--- config.mk ---
export PLATFORM = sky130hd
export DESIGN_NAME = if_stage
export DESIGN_NICKNAME = d
export VERILOG_FILES = /design/src/rtl/if_stage.sv
export SDC_FILE = /design/constraint.sdc
export NUM_CORES = 1
export LEC_CHECK = 0
export ABC_AREA = 1
export CAP_MARGIN = 20
export CORE_MARGIN = 8
export CORE_UTILIZATION = 34
export DETAILED_ROUTE_END_ITERATION = 8
export GPL_ROUTABILITY_DRIVEN = 0
export GPL_TIMING_DRIVEN = 0
export PLACE_DENSITY = 0.77
export SLEW_MARGIN = 40
export SYNTH_ARGS = -nofsm -noshare
export SYNTH_HDL_FRONTEND = slang
export SYNTH_SLANG_ARGS = --single-unit
--- constraint.sdc ---
create_clock -name clk -period 0.95 [get_ports clk]
set_input_delay 0.2375 -clock clk [delete_from_list [all_inputs] [get_ports clk]]
set_output_delay 0.2375 -clock clk [all_outputs]
set_load 0.05 [all_outputs]
--- src/rtl/if_stage.sv ---
// Instruction-fetch stage: PC register, redirect/stall arbitration and the IF/ID pipeline register.
// Optional feature: define IF_FLUSH_CNT_EN to build a saturating 16-bit redirect counter on
// FlushCnt. Without it, FlushCnt is tied to zero and no counter register exists.
module if_stage #(
    parameter int unsigned PC_W      = 9,
    parameter logic [31:0] NOP_INSTR = 32'h0000_0013
) (
    input  logic            clk,
    input  logic            reset,
    input  logic            PcSel,
    input  logic [31:0]     BrPC,
    input  logic            Stall,
    input  logic [31:0]     Instr_in,
    output logic [PC_W-1:0] PC_out,
    output logic [PC_W-1:0] IFID_PC,
    output logic [31:0]     IFID_Instr,
    output logic            IFID_Valid,
    output logic            Misalign,
    output logic [15:0]     FlushCnt
);

    localparam logic [PC_W-1:0] PcInc = PC_W'(4);

    typedef enum logic [0:0] {StBoot, StRun} state_e;

    state_e          state_q, state_d;
    logic [PC_W-1:0] pc_q, pc_d;
    logic [PC_W-1:0] ifid_pc_q, ifid_pc_d;
    logic [31:0]     ifid_instr_q, ifid_instr_d;
    logic            ifid_valid_q, ifid_valid_d;
    logic            misalign_q, misalign_d;
    logic            redirect;

    // BrPC bits above PC_W-1 are intentionally dropped.
    logic unused_brpc;
    assign unused_brpc = ^BrPC;

    // Redirects are only honoured once the stage is running.
    assign redirect = (state_q == StRun) && PcSel;

    // Next-state: boot bubble, then redirect beats stall beats sequential fetch.
    always_comb begin
        state_d      = StRun;
        pc_d         = pc_q;
        ifid_pc_d    = ifid_pc_q;
        ifid_instr_d = ifid_instr_q;
        ifid_valid_d = ifid_valid_q;
        misalign_d   = 1'b0;
        if (state_q == StBoot) begin
            ifid_pc_d    = '0;
            ifid_instr_d = NOP_INSTR;
            ifid_valid_d = 1'b0;
        end else if (PcSel) begin
            pc_d         = {BrPC[PC_W-1:2], 2'b00};
            ifid_pc_d    = '0;
            ifid_instr_d = NOP_INSTR;
            ifid_valid_d = 1'b0;
            misalign_d   = |BrPC[1:0];
        end else if (!Stall) begin
            pc_d         = pc_q + PcInc;
            ifid_pc_d    = pc_q;
            ifid_instr_d = Instr_in;
            ifid_valid_d = 1'b1;
        end
    end

    // State registers with synchronous active-low reset.
    always_ff @(posedge clk) begin
        if (!reset) begin
            state_q      <= StBoot;
            pc_q         <= '0;
            ifid_pc_q    <= '0;
            ifid_instr_q <= NOP_INSTR;
            ifid_valid_q <= 1'b0;
            misalign_q   <= 1'b0;
        end else begin
            state_q      <= state_d;
            pc_q         <= pc_d;
            ifid_pc_q    <= ifid_pc_d;
            ifid_instr_q <= ifid_instr_d;
            ifid_valid_q <= ifid_valid_d;
            misalign_q   <= misalign_d;
        end
    end

`ifdef IF_FLUSH_CNT_EN
    logic [15:0] flush_cnt_q;

    // Count accepted redirects, saturating at all-ones.
    always_ff @(posedge clk) begin
        if (!reset) begin
            flush_cnt_q <= 16'h0000;
        end else if (redirect && (flush_cnt_q != 16'hFFFF)) begin
            flush_cnt_q <= flush_cnt_q + 16'h0001;
        end
    end

    assign FlushCnt = flush_cnt_q;
`else
    logic unused_redirect;
    assign unused_redirect = redirect;
    assign FlushCnt        = 16'h0000;
`endif

    assign PC_out     = pc_q;
    assign IFID_PC    = ifid_pc_q;
    assign IFID_Instr = ifid_instr_q;
    assign IFID_Valid = ifid_valid_q;
    assign Misalign   = misalign_q;

endmodule
==> impl_metrics.tcl, run 1 <==
set metrics [dict create \
    outcome "complete, but fails checks" \
    violations "negative setup slack" \
    grt_use_total_pct 15.1 \
    dp_hpwl_mm 4.98 \
    synthAdderAreaFrac_pct 0.559 \
    clk_latency_ns 0.29 \
    post-route-period-util_pct 119 \
    portBuffers 90 \
    synth_async_sr_flop_share_pct 0 \
    setup_violations 95 \
    routedWlPerCell_um 13.9 \
    io_pins 136 \
    synthMuxAreaShare_pct 0 \
    cap_viol_max_count 0 \
    antenna_found_initial 0 \
    tritoncts "yes" \
    dpl_worst_slack_ns -0.778 \
    htreeDepth 2 \
    final_core_util_pct 65.3 \
    p_comb_share_pct 26.1 \
    powerDensity_nw_per_um2 1150 \
    drcViolationCount 0 \
    crit_top_cell "buf_6" \
    min_path_cells 1 \
    synth_area_um2 2240 \
    grt_overflow 0 \
    synth_compound_area_share_pct 6.94 \
    worst_ep_arrival_time_ns 1.37 \
    holdPathEnd "state_q" \
    yosys.area_share.xor_xnor_pct 0 \
    ant_nets 0 \
    syn_avg_cell_area_um2 6.72 \
    finalHoldViolCount 0 \
    critPathCaptureType "flop" \
    max_freq_ghz 0.888 \
    core_region_area_um2 6350 \
    r2r_end "IFID_Instr[6]" \
    switching_share_pct 30.8 \
    diodes 0 \
    mostFrequentLayoutCells "nand2_1, buf_8, dfxtp_2" \
    clock_sinks 49 \
    nNetsFinal 531 \
    synthFlopType "dfxtp_1" \
    cts_root_buf "clkbuf_8" \
    seqPwrFrac_pct 45.8 \
    cts_hold_buf 0 \
    placed_cell_area_um2 3350 \
    r2r_slack_ns -0.18 \
    drt-initial-drc-count 49 \
    synth_edf_count 0 \
    skew_ns 0.00197 \
    path_clk_slew_ns 0.09 \
    cts_buffer_depth 2 \
    final_area_um2 4150 \
    critPathMaxFanout 7 \
    fillers 550 \
    stdcell_count 540 \
    period_minus_slack_ns 1.13 \
    numCtsBuffers 5 \
    synth_top_family_by_area "simple AND/OR/NAND/NOR gates" \
    start_util_pct 35.2 \
    cpMaxStageDelayCell "dfxtp_2" \
    seq_area_frac_synth_pct 43.8 \
    whs_ns 0.155 \
    layout-drive-gt1-share_pct 49.0 \
    syn2layout_area_growth_pct 85.5 \
    yosys.area_share.simple_pct 30.5 \
    die_x_um 97.1 \
    totalWireLength_mm 7.52 \
    synth_cells 333 \
    fp-row-count 29 \
    rr_worst_depth 7 \
    internal-power_mw 3.29 \
    vias 2382 \
    p_switching_mw 1.47 \
    setup_ws_ns -0.176 \
    grt_start_max_net_pins 15 \
    ir_drop_mv 0.666 \
    critPathMaxStageDelay_ns 0.35 \
    vias_per_cell 4.41 \
    hold_path.class "primary input to flop" \
    hp-start "reset" \
    synth_seq_cells 49 \
    ys_warn_count 0 \
    leakagePower_nw 2.27 \
    worst-setup-path-type "flop to flop" \
    cp_data_required_time_ns 1.19 \
    final_common_cell "nand2_1" \
    start_kind "flop" \
    fp.dieArea_um2 9430 \
    regToRegStartpoint "state_q" \
    slew_viol_final 0 \
    die_y_um 97.1 \
    grt_pass1_vias 2398 \
    synth.distinct_cells 25 \
    drtPass1Iterations 4 \
    path_cells "inv_4, nor3_4, buf_6, buf_6, buf_8, nand2_2, inv_2" \
    pwr-share-clk_pct 28.1 \
    grt_pass1_wl_mm 12.0 \
    grt_setup_unrepaired "true" \
    placed_cells 519 \
]
-- synth_stat cells (2+ instances only) --
library cell | instances | area (um^2)
nand2_1 | 154 | 578
a31oi_1 | 2 | 12.5
nand3_1 | 10 | 50.1
buf_4 | 21 | 158
o21ai_0 | 13 | 65.1
inv_1 | 44 | 165
a21oi_1 | 5 | 25.0
o21bai_1 | 2 | 15.0
clkbuf_1 | 3 | 11.3
dfxtp_1 | 49 | 981
buf_2 | 8 | 40.0
nor2_1 | 9 | 33.8
-- what timing repair did --
item	4_1_cts	5_1_grt
buffers inserted	9	3
endpoints found under the setup margin	93	95
gates resized for setup	475	66
pin swaps	1	5
gates cloned	3	1
-- worst max-delay path by stage --
stage               from              to  slack (ns)
2_1_floorplan  PC_out[3]       PC_out[6]       -0.15
3_3_place_gp       reset  IFID_Instr[29]       -0.77
3_5_place_dp       reset   IFID_Instr[9]       -0.78
4_1_cts        PC_out[3]       PC_out[3]       -0.16
5_1_grt          state_q  IFID_Instr[10]       -0.23
6_report         state_q   IFID_Instr[6]       -0.18
-- critical path: cells and delay by family, from the launching register on --
kind                   cells  cell delay (ns)
buffers and inverters      5             0.52
flip-flops                 1             0.35
AND/OR/NAND/NOR            2             0.21
-- flip-flops by register name, indices dropped and copies added, names as in the netlist --
name / cells
IFID_PC: 7
PC_out: 7
Misalign: 1
IFID_Instr: 32
IFID_Valid: 1
state_q: 1
-- per-layer routing --
metal | wire length (um) | part of all wire, % | track usage (%)
met5 | 0 | 0 | 0
met4 | 91 | 1.2 | 3.79
met3 | 616 | 8.2 | 5.69
met2 | 3820 | 51 | 26.8
met1 | 3000 | 40 | 16.3
-- through the flow --
step | power (mW) | TNS, ns
after floorplan | 2.86 | -0.524
after global placement | 3.20 | -51.25
final | 4.76 | -8.57
after global routing | 4.95 | -12.29
after detailed placement | 3.21 | -51.56
after CTS | 4.73 | -8.82
-- cell type report --
cell class	count	area [um^2]	share of cell area [%]
multi-input combinational	223	1170	28.2
timing repair buffer	103	1280	30.8
tap	77	96.3	2.32
sequential	49	1060	25.5
inverter	47	185	4.46
buffer	33	260	6.27
clock inverter	1	5.00	0.121
clock buffer	7	96.3	2.32
-- logic make-up (layout without fill, tap and decap cells) --
| kind of cell | after synthesis | count (layout) |
|---|---|---|
| adder cells (fa/ha/maj) | 1 | 1 |
| AND/OR/NAND/NOR | 176 | 176 |
| flip-flops | 49 | 49 |
| buffers and inverters | 80 | 191 |
| AO/OA/AOI/OAI | 26 | 26 |
| other | 1 | 20 |
-- power by group through the flow --
stage                     sequential [mW]  clock [mW]  combinational (mW)
after CTS                            2.18        1.39                1.17
after global placement               2.20           0                1.01
after detailed placement             2.20           0                1.01
final                                2.18        1.34                1.24
after global routing                 2.19        1.44                1.32
after floorplan                      2.37           0               0.488
Note: power is estimated with default switching activity, not from simulation.
==> run 2, diff against run 1 <==
--- a/config.mk
+++ b/config.mk
@@ -9,6 +9,8 @@
 export CAP_MARGIN = 20
 export CORE_MARGIN = 8
 export CORE_UTILIZATION = 34
+export CTS_CLUSTER_DIAMETER = 120
+export CTS_CLUSTER_SIZE = 14
 export DETAILED_ROUTE_END_ITERATION = 8
 export GPL_ROUTABILITY_DRIVEN = 0
 export GPL_TIMING_DRIVEN = 0
==> results of run 2 <==
Same layout as run 1: the final DEF is identical, and so are final timing and power.
==> run 3, diff against run 2 <==
--- a/config.mk
+++ b/config.mk
@@ -15,6 +15,7 @@
 export GPL_ROUTABILITY_DRIVEN = 0
 export GPL_TIMING_DRIVEN = 0
 export PLACE_DENSITY = 0.77
+export SKIP_LAST_GASP = 1
 export SLEW_MARGIN = 40
 export SYNTH_ARGS = -nofsm -noshare
 export SYNTH_HDL_FRONTEND = slang
==> impl_metrics.tcl, run 3 (synthesis gave the netlist of run 1 again) <==
set metrics [dict create \
    numCtsBuffers 5 \
    die_x_um 97.1 \
    cts_buffer_depth 2 \
    setup_ws_ns -0.175 \
    slew_viol_final 0 \
    fillers 549 \
    violations "negative setup slack" \
    path_clk_slew_ns 0.09 \
    critPathBufInv 5 \
    crit_family "buffers and inverters" \
    largest_register_ffs 32 \
    final.setup.tns_ns -8.29 \
    die_y_um 97.1 \
    cts_root_buf "clkbuf_8" \
    drt-initial-drc-count 59 \
    crit_top_cell "buf_6" \
    final_common_cell "nand2_1" \
    grt_setup_unrepaired "true" \
    clk_latency_ns 0.29 \
    worst_ep_arrival_time_ns 1.37 \
    core_region_area_um2 6350 \
    layout-drive-gt1-share_pct 48.6 \
    final_core_util_pct 65.1 \
    outcome "complete, but fails checks" \
    mostFrequentLayoutCells "nand2_1, buf_8, dfxtp_2" \
    ant_nets 0 \
    io_pins 136 \
    path_cells "inv_4, nor3_4, buf_6, buf_6, buf_8, nand2_2, inv_2" \
    dp_hpwl_mm 4.98 \
    hold_path.class "primary input to flop" \
    grt_start_max_net_pins 15 \
    routedWlPerCell_um 13.7 \
    skew_ns 0.00275 \
    critPathCaptureType "flop" \
    vias 2348 \
    diodes 0 \
    start_kind "flop" \
    grt_pass1_vias 2380 \
    drtPass1Iterations 4 \
    setup_violations 95 \
    syn2layout_area_growth_pct 84.7 \
    critPathMaxStageDelay_ns 0.35 \
    fp.dieArea_um2 9430 \
    leakagePower_nw 2.25 \
    cpMaxStageDelayCell "dfxtp_2" \
    multi_input_area_um2 1160 \
    grt_pass1_wl_mm 11.8 \
    max_freq_ghz 0.889 \
    clock_sinks 49 \
    cap_viol_max_count 0 \
    totalWireLength_mm 7.39 \
    cp_data_required_time_ns 1.19 \
    vias_per_cell 4.35 \
    cts_hold_buf 0 \
    critPathMaxFanout 7 \
    start_util_pct 35.2 \
    post-route-period-util_pct 118 \
    antenna_found_initial 0 \
    powerDensity_nw_per_um2 1150 \
    grt_overflow 0 \
    register_area_um2 1060 \
    grt_use_total_pct 14.8 \
    portBuffers 90 \
    ir_drop_mv 0.666 \
    tritoncts "yes" \
    period_minus_slack_ns 1.12 \
    finalHoldViolCount 0 \
    htreeDepth 2 \
    worst-setup-path-type "flop to flop" \
    drcViolationCount 0 \
    nNetsFinal 531 \
    fp-row-count 29 \
]
[run 3: final timing paths]
path | cells after the start | startpoint | to | slack, ns
worst min-delay path | 1 | reset | state_q | 0.16
worst min register to register | 2 | IFID_Instr[0] | IFID_Instr[0] | 0.50
worst max-delay path | 7 | state_q | IFID_Instr[6] | -0.17
worst max register to register | 7 | state_q | IFID_Instr[6] | -0.17
[run 3: worst register-to-register path: stages (launching register included)]
cell and delay [ns]:
dfxtp_2 0.35, inv_4 0.05, nor3_4 0.15, buf_6 0.18, buf_6 0.13, buf_8 0.12, nand2_2 0.06, inv_2 0.04
[run 3: per-layer routing]
metal	global-route usage [%]	routed length [um]
met1	16.3	3000
met2	26.1	3720
met3	5.62	598
met4	3.67	72
met5	0	0
[run 3: where the power goes]
part / total, mW / switching [mW] / leakage [nW] / internal (mW)
sequential: 2.18 / 0.0674 / 0.420 / 2.11
clock: 1.33 / 0.673 / 0.0542 / 0.659
combinational: 1.23 / 0.715 / 1.78 / 0.518
total: 4.74 / 1.46 / 2.25 / 3.29
[run 3: stage by stage]
stage	std cells	cell area (um^2)	worst slack [ns]	hold slack, ns	power [mW]
6_report	540	4130	-0.175	0.158	4.74
4_1_cts	539	3970	-0.164	0.229	4.72
3_5_place_dp	519	3350	-0.778	0.460	3.21
5_1_grt	540	4130	-0.235	0.150	4.95
2_1_floorplan	352	2350	-0.153	0.265	2.86
3_3_place_gp	519	3350	-0.770	0.438	3.20
[run 3: area by class of cell]
class,count,area share (%)
Timing Repair Buffer,103,30.9
Multi-Input combinational cell,223,28.0
Sequential cell,49,25.6
Buffer,33,6.30
Inverter,47,4.48
Clock buffer,7,2.33
Tap cell,77,2.33
Clock inverter,1,0.121
[run 3: what timing repair did]
action	CTS	global route
resized for setup	470	66
buffers inserted	9	3
cloned	3	1
endpoints found under the setup margin	93	95
pin swaps	1	5
